===== config.mk =====
export PLATFORM = sky130hd
export DESIGN_NAME = fir_stream_ctrl
export DESIGN_NICKNAME = d
export VERILOG_FILES = /design/src/rtl/fir_stream_ctrl.sv
export SDC_FILE = /design/constraint.sdc
export NUM_CORES = 1
export LEC_CHECK = 0
export CAP_MARGIN = 20
export CORE_MARGIN = 4
export CORE_UTILIZATION = 59
export CTS_CLUSTER_SIZE = 16
export DETAILED_ROUTE_END_ITERATION = 10
export PLACE_DENSITY = 0.95
export REMOVE_ABC_BUFFERS = 1
export SYNTH_ARGS = -nofsm -noshare
export SYNTH_HDL_FRONTEND = slang
export SYNTH_SLANG_ARGS = --single-unit

===== constraint.sdc =====
create_clock -name CLK -period 5.1 [get_ports CLK]
set_input_delay 1.02 -clock CLK [delete_from_list [all_inputs] [get_ports CLK]]
set_output_delay 1.02 -clock CLK [all_outputs]
set_load 0.05 [all_outputs]

===== src/rtl/fir_stream_ctrl.sv =====
// Run controller for a 9-tap FIR datapath: holds the coefficient bank, buffers
// incoming samples and streams a programmed number of them into the filter.
module fir_stream_ctrl #(
  parameter int DW         = 12,
  parameter int NTAP       = 9,
  parameter int FIFO_DEPTH = 8,
  parameter int CNT_W      = 16
) (
  input  logic             CLK,
  input  logic             RST_N,
  input  logic             CFG_WE,
  input  logic [3:0]       CFG_ADDR,
  input  logic [DW-1:0]    CFG_DATA,
  output logic             CFG_ERR,
  input  logic             START,
  input  logic [CNT_W-1:0] N_SAMPLES,
  input  logic [DW-1:0]    S_DATA,
  input  logic             S_VALID,
  output logic             S_READY,
  output logic [DW-1:0]    DIN,
  output logic             VIN,
  output logic [DW-1:0]    H0,
  output logic [DW-1:0]    H1,
  output logic [DW-1:0]    H2,
  output logic [DW-1:0]    H3,
  output logic [DW-1:0]    H4,
  output logic [DW-1:0]    H5,
  output logic [DW-1:0]    H6,
  output logic [DW-1:0]    H7,
  output logic [DW-1:0]    H8,
  input  logic             VOUT_FIR,
  output logic             BUSY,
  output logic             DONE
);

  localparam int AW = $clog2(FIFO_DEPTH);
  localparam logic [AW:0]      FULL_CNT = (AW+1)'(FIFO_DEPTH);
  localparam logic [AW:0]      CNT_ONE  = (AW+1)'(1);
  localparam logic [AW-1:0]    PTR_ONE  = AW'(1);
  localparam logic [CNT_W-1:0] N_ONE    = CNT_W'(1);
  localparam logic [3:0]       NTAP_A   = 4'(NTAP);

  typedef enum logic [1:0] {IDLE, RUN, DRAIN, FIN} state_t;

  state_t           state_q;
  logic [DW-1:0]    fifo_mem [FIFO_DEPTH];
  logic [AW-1:0]    wr_ptr_q, rd_ptr_q;
  logic [AW:0]      count_q, count_d;
  logic [DW-1:0]    coef_q [NTAP];
  logic [CNT_W-1:0] n_q, issued_q, recvd_q;
  logic [DW-1:0]    din_q;
  logic             vin_q, busy_q, done_q, cfg_err_q;
  logic             push, pop, full, empty, in_run_window;

  assign full          = (count_q == FULL_CNT);
  assign empty         = (count_q == '0);
  // Held low during reset so the source cannot push into a FIFO being flushed.
  assign S_READY       = RST_N && !full;
  assign push          = S_VALID && S_READY;
  assign pop           = (state_q == RUN) && !empty;
  assign in_run_window = (state_q == RUN) || (state_q == DRAIN);

  always_comb begin
    count_d = count_q;
    if (push && !pop) count_d = count_q + CNT_ONE;
    else if (pop && !push) count_d = count_q - CNT_ONE;
  end

  always_ff @(posedge CLK) begin
    if (!RST_N) begin
      wr_ptr_q <= '0;
      rd_ptr_q <= '0;
      count_q  <= '0;
    end else begin
      if (push) wr_ptr_q <= wr_ptr_q + PTR_ONE;
      if (pop)  rd_ptr_q <= rd_ptr_q + PTR_ONE;
      count_q <= count_d;
    end
  end

  always_ff @(posedge CLK) begin
    if (push) fifo_mem[wr_ptr_q] <= S_DATA;
  end

  // Coefficients may only change in IDLE, so they stay frozen for a whole run.
  always_ff @(posedge CLK) begin
    if (!RST_N) begin
      state_q   <= IDLE;
      n_q       <= '0;
      issued_q  <= '0;
      recvd_q   <= '0;
      din_q     <= '0;
      vin_q     <= 1'b0;
      busy_q    <= 1'b0;
      done_q    <= 1'b0;
      cfg_err_q <= 1'b0;
      for (int k = 0; k < NTAP; k++) coef_q[k] <= '0;
    end else begin
      done_q    <= 1'b0;
      cfg_err_q <= 1'b0;
      vin_q     <= 1'b0;

      if (CFG_WE) begin
        if ((state_q == IDLE) && (CFG_ADDR < NTAP_A)) coef_q[CFG_ADDR] <= CFG_DATA;
        else cfg_err_q <= 1'b1;
      end

      if (pop) begin
        din_q    <= fifo_mem[rd_ptr_q];
        vin_q    <= 1'b1;
        issued_q <= issued_q + N_ONE;
      end

      if (VOUT_FIR && in_run_window && (recvd_q != n_q)) recvd_q <= recvd_q + N_ONE;

      case (state_q)
        IDLE: begin
          if (START) begin
            if (N_SAMPLES != '0) begin
              n_q      <= N_SAMPLES;
              issued_q <= '0;
              recvd_q  <= '0;
              busy_q   <= 1'b1;
              state_q  <= RUN;
            end else begin
              done_q <= 1'b1;
            end
          end
        end
        RUN: begin
          if (pop && (issued_q == n_q - N_ONE)) state_q <= DRAIN;
        end
        DRAIN: begin
          if (recvd_q == n_q) begin
            busy_q  <= 1'b0;
            done_q  <= 1'b1;
            state_q <= FIN;
          end
        end
        FIN: begin
          state_q <= IDLE;
        end
        default: state_q <= IDLE;
      endcase
    end
  end

  assign DIN     = din_q;
  assign VIN     = vin_q;
  assign BUSY    = busy_q;
  assign DONE    = done_q;
  assign CFG_ERR = cfg_err_q;
  assign H0 = coef_q[0];
  assign H1 = coef_q[1];
  assign H2 = coef_q[2];
  assign H3 = coef_q[3];
  assign H4 = coef_q[4];
  assign H5 = coef_q[5];
  assign H6 = coef_q[6];
  assign H7 = coef_q[7];
  assign H8 = coef_q[8];

endmodule


==> report_table.html <==
<table>
<tr><th>Metric</th><th>Value</th></tr>
<tr><th colspan="2">Detailed routing</th></tr>
<tr><td>Post-DRT Antenna Nets</td><td>0</td></tr>
<tr><td>Via count</td><td>7921</td></tr>
<tr><td>1st-iter DRT viols</td><td>560</td></tr>
<tr><td>Post-route DRC violation count</td><td>0</td></tr>
<tr><td>First-pass iteration count of the detailed router</td><td>5</td></tr>
<tr><td>Routed length per placed instance</td><td>21.27 um</td></tr>
<tr><td>Avg Vias per Cell</td><td>5.885</td></tr>
<tr><td>Detailed Route WL</td><td>28630 um</td></tr>
<tr><th colspan="2">Global routing</th></tr>
<tr><td>Largest net degree at the start of global routing</td><td>55</td></tr>
<tr><td>Number of global-route vias before repair</td><td>7999</td></tr>
<tr><td>Total routing resource utilization after global routing</td><td>0.2556</td></tr>
<tr><td>Wire length of the first global-routing pass</td><td>44200 um</td></tr>
<tr><td>Initial antenna violation count</td><td>0</td></tr>
<tr><td>Final global-route overflow total</td><td>0</td></tr>
<tr><th colspan="2">Synth</th></tr>
<tr><td>Synthesis-stage register bit count</td><td>280</td></tr>
<tr><td>Share of async-settable or async-resettable flops after synthesis</td><td>0</td></tr>
<tr><td>Part of the Yosys area used for sequential elements</td><td>0.6451</td></tr>
<tr><td>Instance count of the mapped netlist</td><td>886</td></tr>
<tr><td>Share of Yosys cell area claimed by the top area cell type</td><td>0.5168</td></tr>
<tr><td>Flip-flop cell with the highest count after synthesis</td><td>sky130_fd_sc_hd__edfxtp_1</td></tr>
<tr><td>Largest area contributor in the synthesized netlist</td><td>sky130_fd_sc_hd__edfxtp_1</td></tr>
<tr><td>Mean post-synth cell area</td><td>13.38 um2</td></tr>
<tr><td>Synthesis warning total</td><td>0</td></tr>
<tr><td>Number of synthesized flops with an enable pin</td><td>204</td></tr>
<tr><td>Cell area after synthesis</td><td>0.01185 mm2</td></tr>
<tr><td>Netlist cell types</td><td>65</td></tr>
<tr><td>Largest cells by area after synthesis</td><td>sky130_fd_sc_hd__edfxtp_1 52%, sky130_fd_sc_hd__dfxtp_1 13%, sky130_fd_sc_hd__and2_1 5.1%</td></tr>
<tr><th colspan="2">Die</th></tr>
<tr><td>Starting density of the core</td><td>0.6051</td></tr>
<tr><td>Io pins</td><td>175</td></tr>
<tr><td>Die height</td><td>149.7 um</td></tr>
<tr><td>Num rows</td><td>51</td></tr>
<tr><td>Die Footprint</td><td>0.02242 mm2</td></tr>
<tr><td>Horizontal die dimension</td><td>149.7 um</td></tr>
<tr><td>Total core area</td><td>0.01959 mm2</td></tr>
<tr><th colspan="2">Placement</th></tr>
<tr><td>Placed cells</td><td>1292</td></tr>
<tr><td>Dpl cell area</td><td>0.01382 mm2</td></tr>
<tr><td>Final estimated routing congestion in global placement</td><td>0.8554</td></tr>
<tr><td>HPWL after DPL</td><td>19450 um</td></tr>
<tr><td>Port buffer count</td><td>174</td></tr>
<tr><th colspan="2">CTS</th></tr>
<tr><td>Setup Fix Bufs, Post-CTS</td><td>0</td></tr>
<tr><td>Clk slew on worst S/H paths</td><td>0.06 ns</td></tr>
<tr><td>CTS tree</td><td>yes</td></tr>
<tr><td>Post-CTS resize count</td><td>0</td></tr>
<tr><td>Clock buffers created by TritonCTS</td><td>28</td></tr>
<tr><td>CTS HTree Levels</td><td>1</td></tr>
<tr><td>Hold buffers post-CTS</td><td>0</td></tr>
<tr><td>Root buffer cell</td><td>sky130_fd_sc_hd__clkbuf_16</td></tr>
<tr><td>Clock sink total</td><td>280</td></tr>
<tr><td>Clock latency on the worst-skew pair</td><td>0.54 ns</td></tr>
<tr><td>Number of buffers between clock root and the deepest sink</td><td>3</td></tr>
<tr><th colspan="2">Worst setup path</th></tr>
<tr><td>CP Launch Type</td><td>input pin</td></tr>
<tr><td>Cells along the critical path</td><td>buf_2 &gt; a21boi_0 &gt; clkdlybuf4s50_1</td></tr>
<tr><td>Max FO, Critical Path</td><td>9</td></tr>
<tr><td>Delay contributed by the slowest stage of the critical path</td><td>0.85 ns</td></tr>
<tr><td>Start-to-end type of the worst setup path</td><td>in -&gt; out</td></tr>
<tr><td>Critical path arrival</td><td>2.41 ns</td></tr>
<tr><td>Cell with the largest stage delay on the worst path</td><td>sky130_fd_sc_hd__clkdlybuf4s50_1</td></tr>
<tr><td>Capturing element type of the critical path</td><td>output pin</td></tr>
<tr><td>Worst EP required</td><td>4.08 ns</td></tr>
<tr><th colspan="2">STA</th></tr>
<tr><td>Achievable Freq</td><td>291.9 MHz</td></tr>
<tr><td>RSZ-0062 raised after global routing</td><td>false</td></tr>
<tr><td>Post-Route Skew</td><td>0.01433 ns</td></tr>
<tr><td>Share of the clock period used by the worst path</td><td>0.6718</td></tr>
<tr><td>Hold Fails Final Rpt</td><td>0</td></tr>
<tr><td>Final number of setup-violating endpoints</td><td>0</td></tr>
<tr><td>Slew HR</td><td>0.2717</td></tr>
<tr><td>Final min period</td><td>3.426 ns</td></tr>
<tr><td>Final TNS setup</td><td>0 ns</td></tr>
<tr><td>Measured slew at the worst slew-check pin</td><td>1.084 ns</td></tr>
<tr><td>Number of max-slew violations in the final report</td><td>0</td></tr>
<tr><th colspan="2">Cells and area</th></tr>
<tr><td>Synthesis-to-layout area growth</td><td>24.78%</td></tr>
<tr><td>Most common cell after layout, fill and taps aside</td><td>sky130_fd_sc_hd__edfxtp_1</td></tr>
<tr><td>End-of-flow core utilization</td><td>0.7551</td></tr>
<tr><td>Leading cell types in the layout, fill and taps excluded</td><td>204 x sky130_fd_sc_hd__edfxtp_1, 173 x sky130_fd_sc_hd__clkdlybuf4s50_1, 97 x sky130_fd_sc_hd__and2_1, 76 x sky130_fd_sc_hd__dfxtp_1, 71 x sky130_fd_sc_hd__nand2_1</td></tr>
<tr><td>Final net count</td><td>1121</td></tr>
<tr><td>Count of inserted antenna diode cells</td><td>0</td></tr>
<tr><td>Final non-filler cell total</td><td>1346</td></tr>
<tr><td>Area of the multi-input gates</td><td>0.003905 mm2</td></tr>
<tr><td>Fillcell total</td><td>1158</td></tr>
<tr><td>Share of post-route cells with drive strength above 1</td><td>0.09436</td></tr>
<tr><td>Reg area</td><td>0.007647 mm2</td></tr>
<tr><td>Post-layout instance area</td><td>0.01479 mm2</td></tr>
<tr><th colspan="2">Power and ir drop</th></tr>
<tr><td>Final Power</td><td>0.006338 W</td></tr>
<tr><td>Areal power density over the cells</td><td>428.5 mW/mm2</td></tr>
<tr><td>Maximum vdd drop</td><td>434.4 uV</td></tr>
<tr><td>Leakage power</td><td>5.387 nW</td></tr>
<tr><th colspan="2">Flow run</th></tr>
<tr><td>Total of max-cap violations</td><td>0</td></tr>
<tr><th colspan="2">Worst hold path</th></tr>
<tr><td>Worst hold-check path type</td><td>reg -&gt; reg</td></tr>
<tr><th colspan="2">Outcome</th></tr>
<tr><td>Run status</td><td>complete, no violations</td></tr>
</table>
cells by family (layout without fill, tap and decap cells):
group,count (synthesis),in the layout,synth area share
xor gates and xnor gates,62,62,0.04581
AOI/OAI and AO/OA,97,97,0.05816
adders and majority gates,12,12,0.01330
buffers and inverters,67,262,0.02586
and+or+nand+nor,329,329,0.1534
muxes,39,39,0.05837
DFF,280,280,0.6451
cells in the mapped netlist (all sizes together) (2+ instances only):
cell type	n
buf	14
xnor2	30
nor4	13
dfxtp	76
or3	12
nor2	36
nor2b	3
nor3	12
o41ai	2
mux2i	14
a31oi	3
or4	2
and3	28
inv	14
nand2b	10
and4	3
nand3	15
a21boi	22
ha	11
nor3b	2
mux4	24
clkbuf	39
o211ai	3
o31ai	2
a21oi	18
and2	97
xor2	32
a21bo	3
nand4b	2
nand2	71
edfxtp	204
o211a	12
o21ai	19
or2	2
nand4	16
routing by layer:
metal | vias up | part of all wire | global-route usage
met5 | - | 0 | 0
met4 | 0 | 0.051 | 0.1167
li1 | 3577 | - | -
met2 | 405 | 0.51 | 0.4482
met1 | 3845 | 0.35 | 0.3100
met3 | 94 | 0.086 | 0.04452
critical path, delay by kind of cell:
family | cells | cell delay (ns)
buffers and inverters | 2 | 1.12
AO/OA/AOI/OAI | 1 | 0.26
final cells by class:
cell class              instances  share of cell area
flip-flops and latches        280              0.5170
multi-input cells             539              0.2640
repair buffers                196              0.1284
clock buffers                  41             0.05557
well taps                     265             0.02242
clock inverters                11            0.009051
inverters                      14            0.003553
final timing paths:
check | from | to | slack, ns | depth (start not counted)
setup reg to reg | state_q[1] | count_q[3] | 2.13 | 13
hold reg to reg | recvd_q[15] | recvd_q[15] | 0.51 | 2
setup / recovery | RST_N | S_READY | 1.67 | 3
hold / removal | recvd_q[15] | recvd_q[15] | 0.51 | 2
registers in the layout (all words and copies together), names as in the netlist, 2 cells and up:
signal and count:
state_q 2, issued_q 16, DIN 12, rd_ptr_q 3
recvd_q 16, count_q 4, coef_q 108, wr_ptr_q 3
n_q 16, fifo_mem 96
power by group:
part / internal [W] / switching [W]
Clock: 0.00127 / 0.000831
Sequential: 0.00260 / 0.000130
Combinational: 0.000599 / 0.000915
Total: 0.00446 / 0.00188
metrics by stage:
stage | setup slack [ns] | hold WS, ns
3_3_place_gp | 1.621 | 0.4796
6_report | 1.674 | 0.5092
5_1_grt | 1.575 | 0.5220
4_1_cts | 1.663 | 0.5073
2_1_floorplan | 1.100 | 0.4649
3_5_place_dp | 1.425 | 0.4913
No activity file was read; power rests on OpenSTA's default activity.
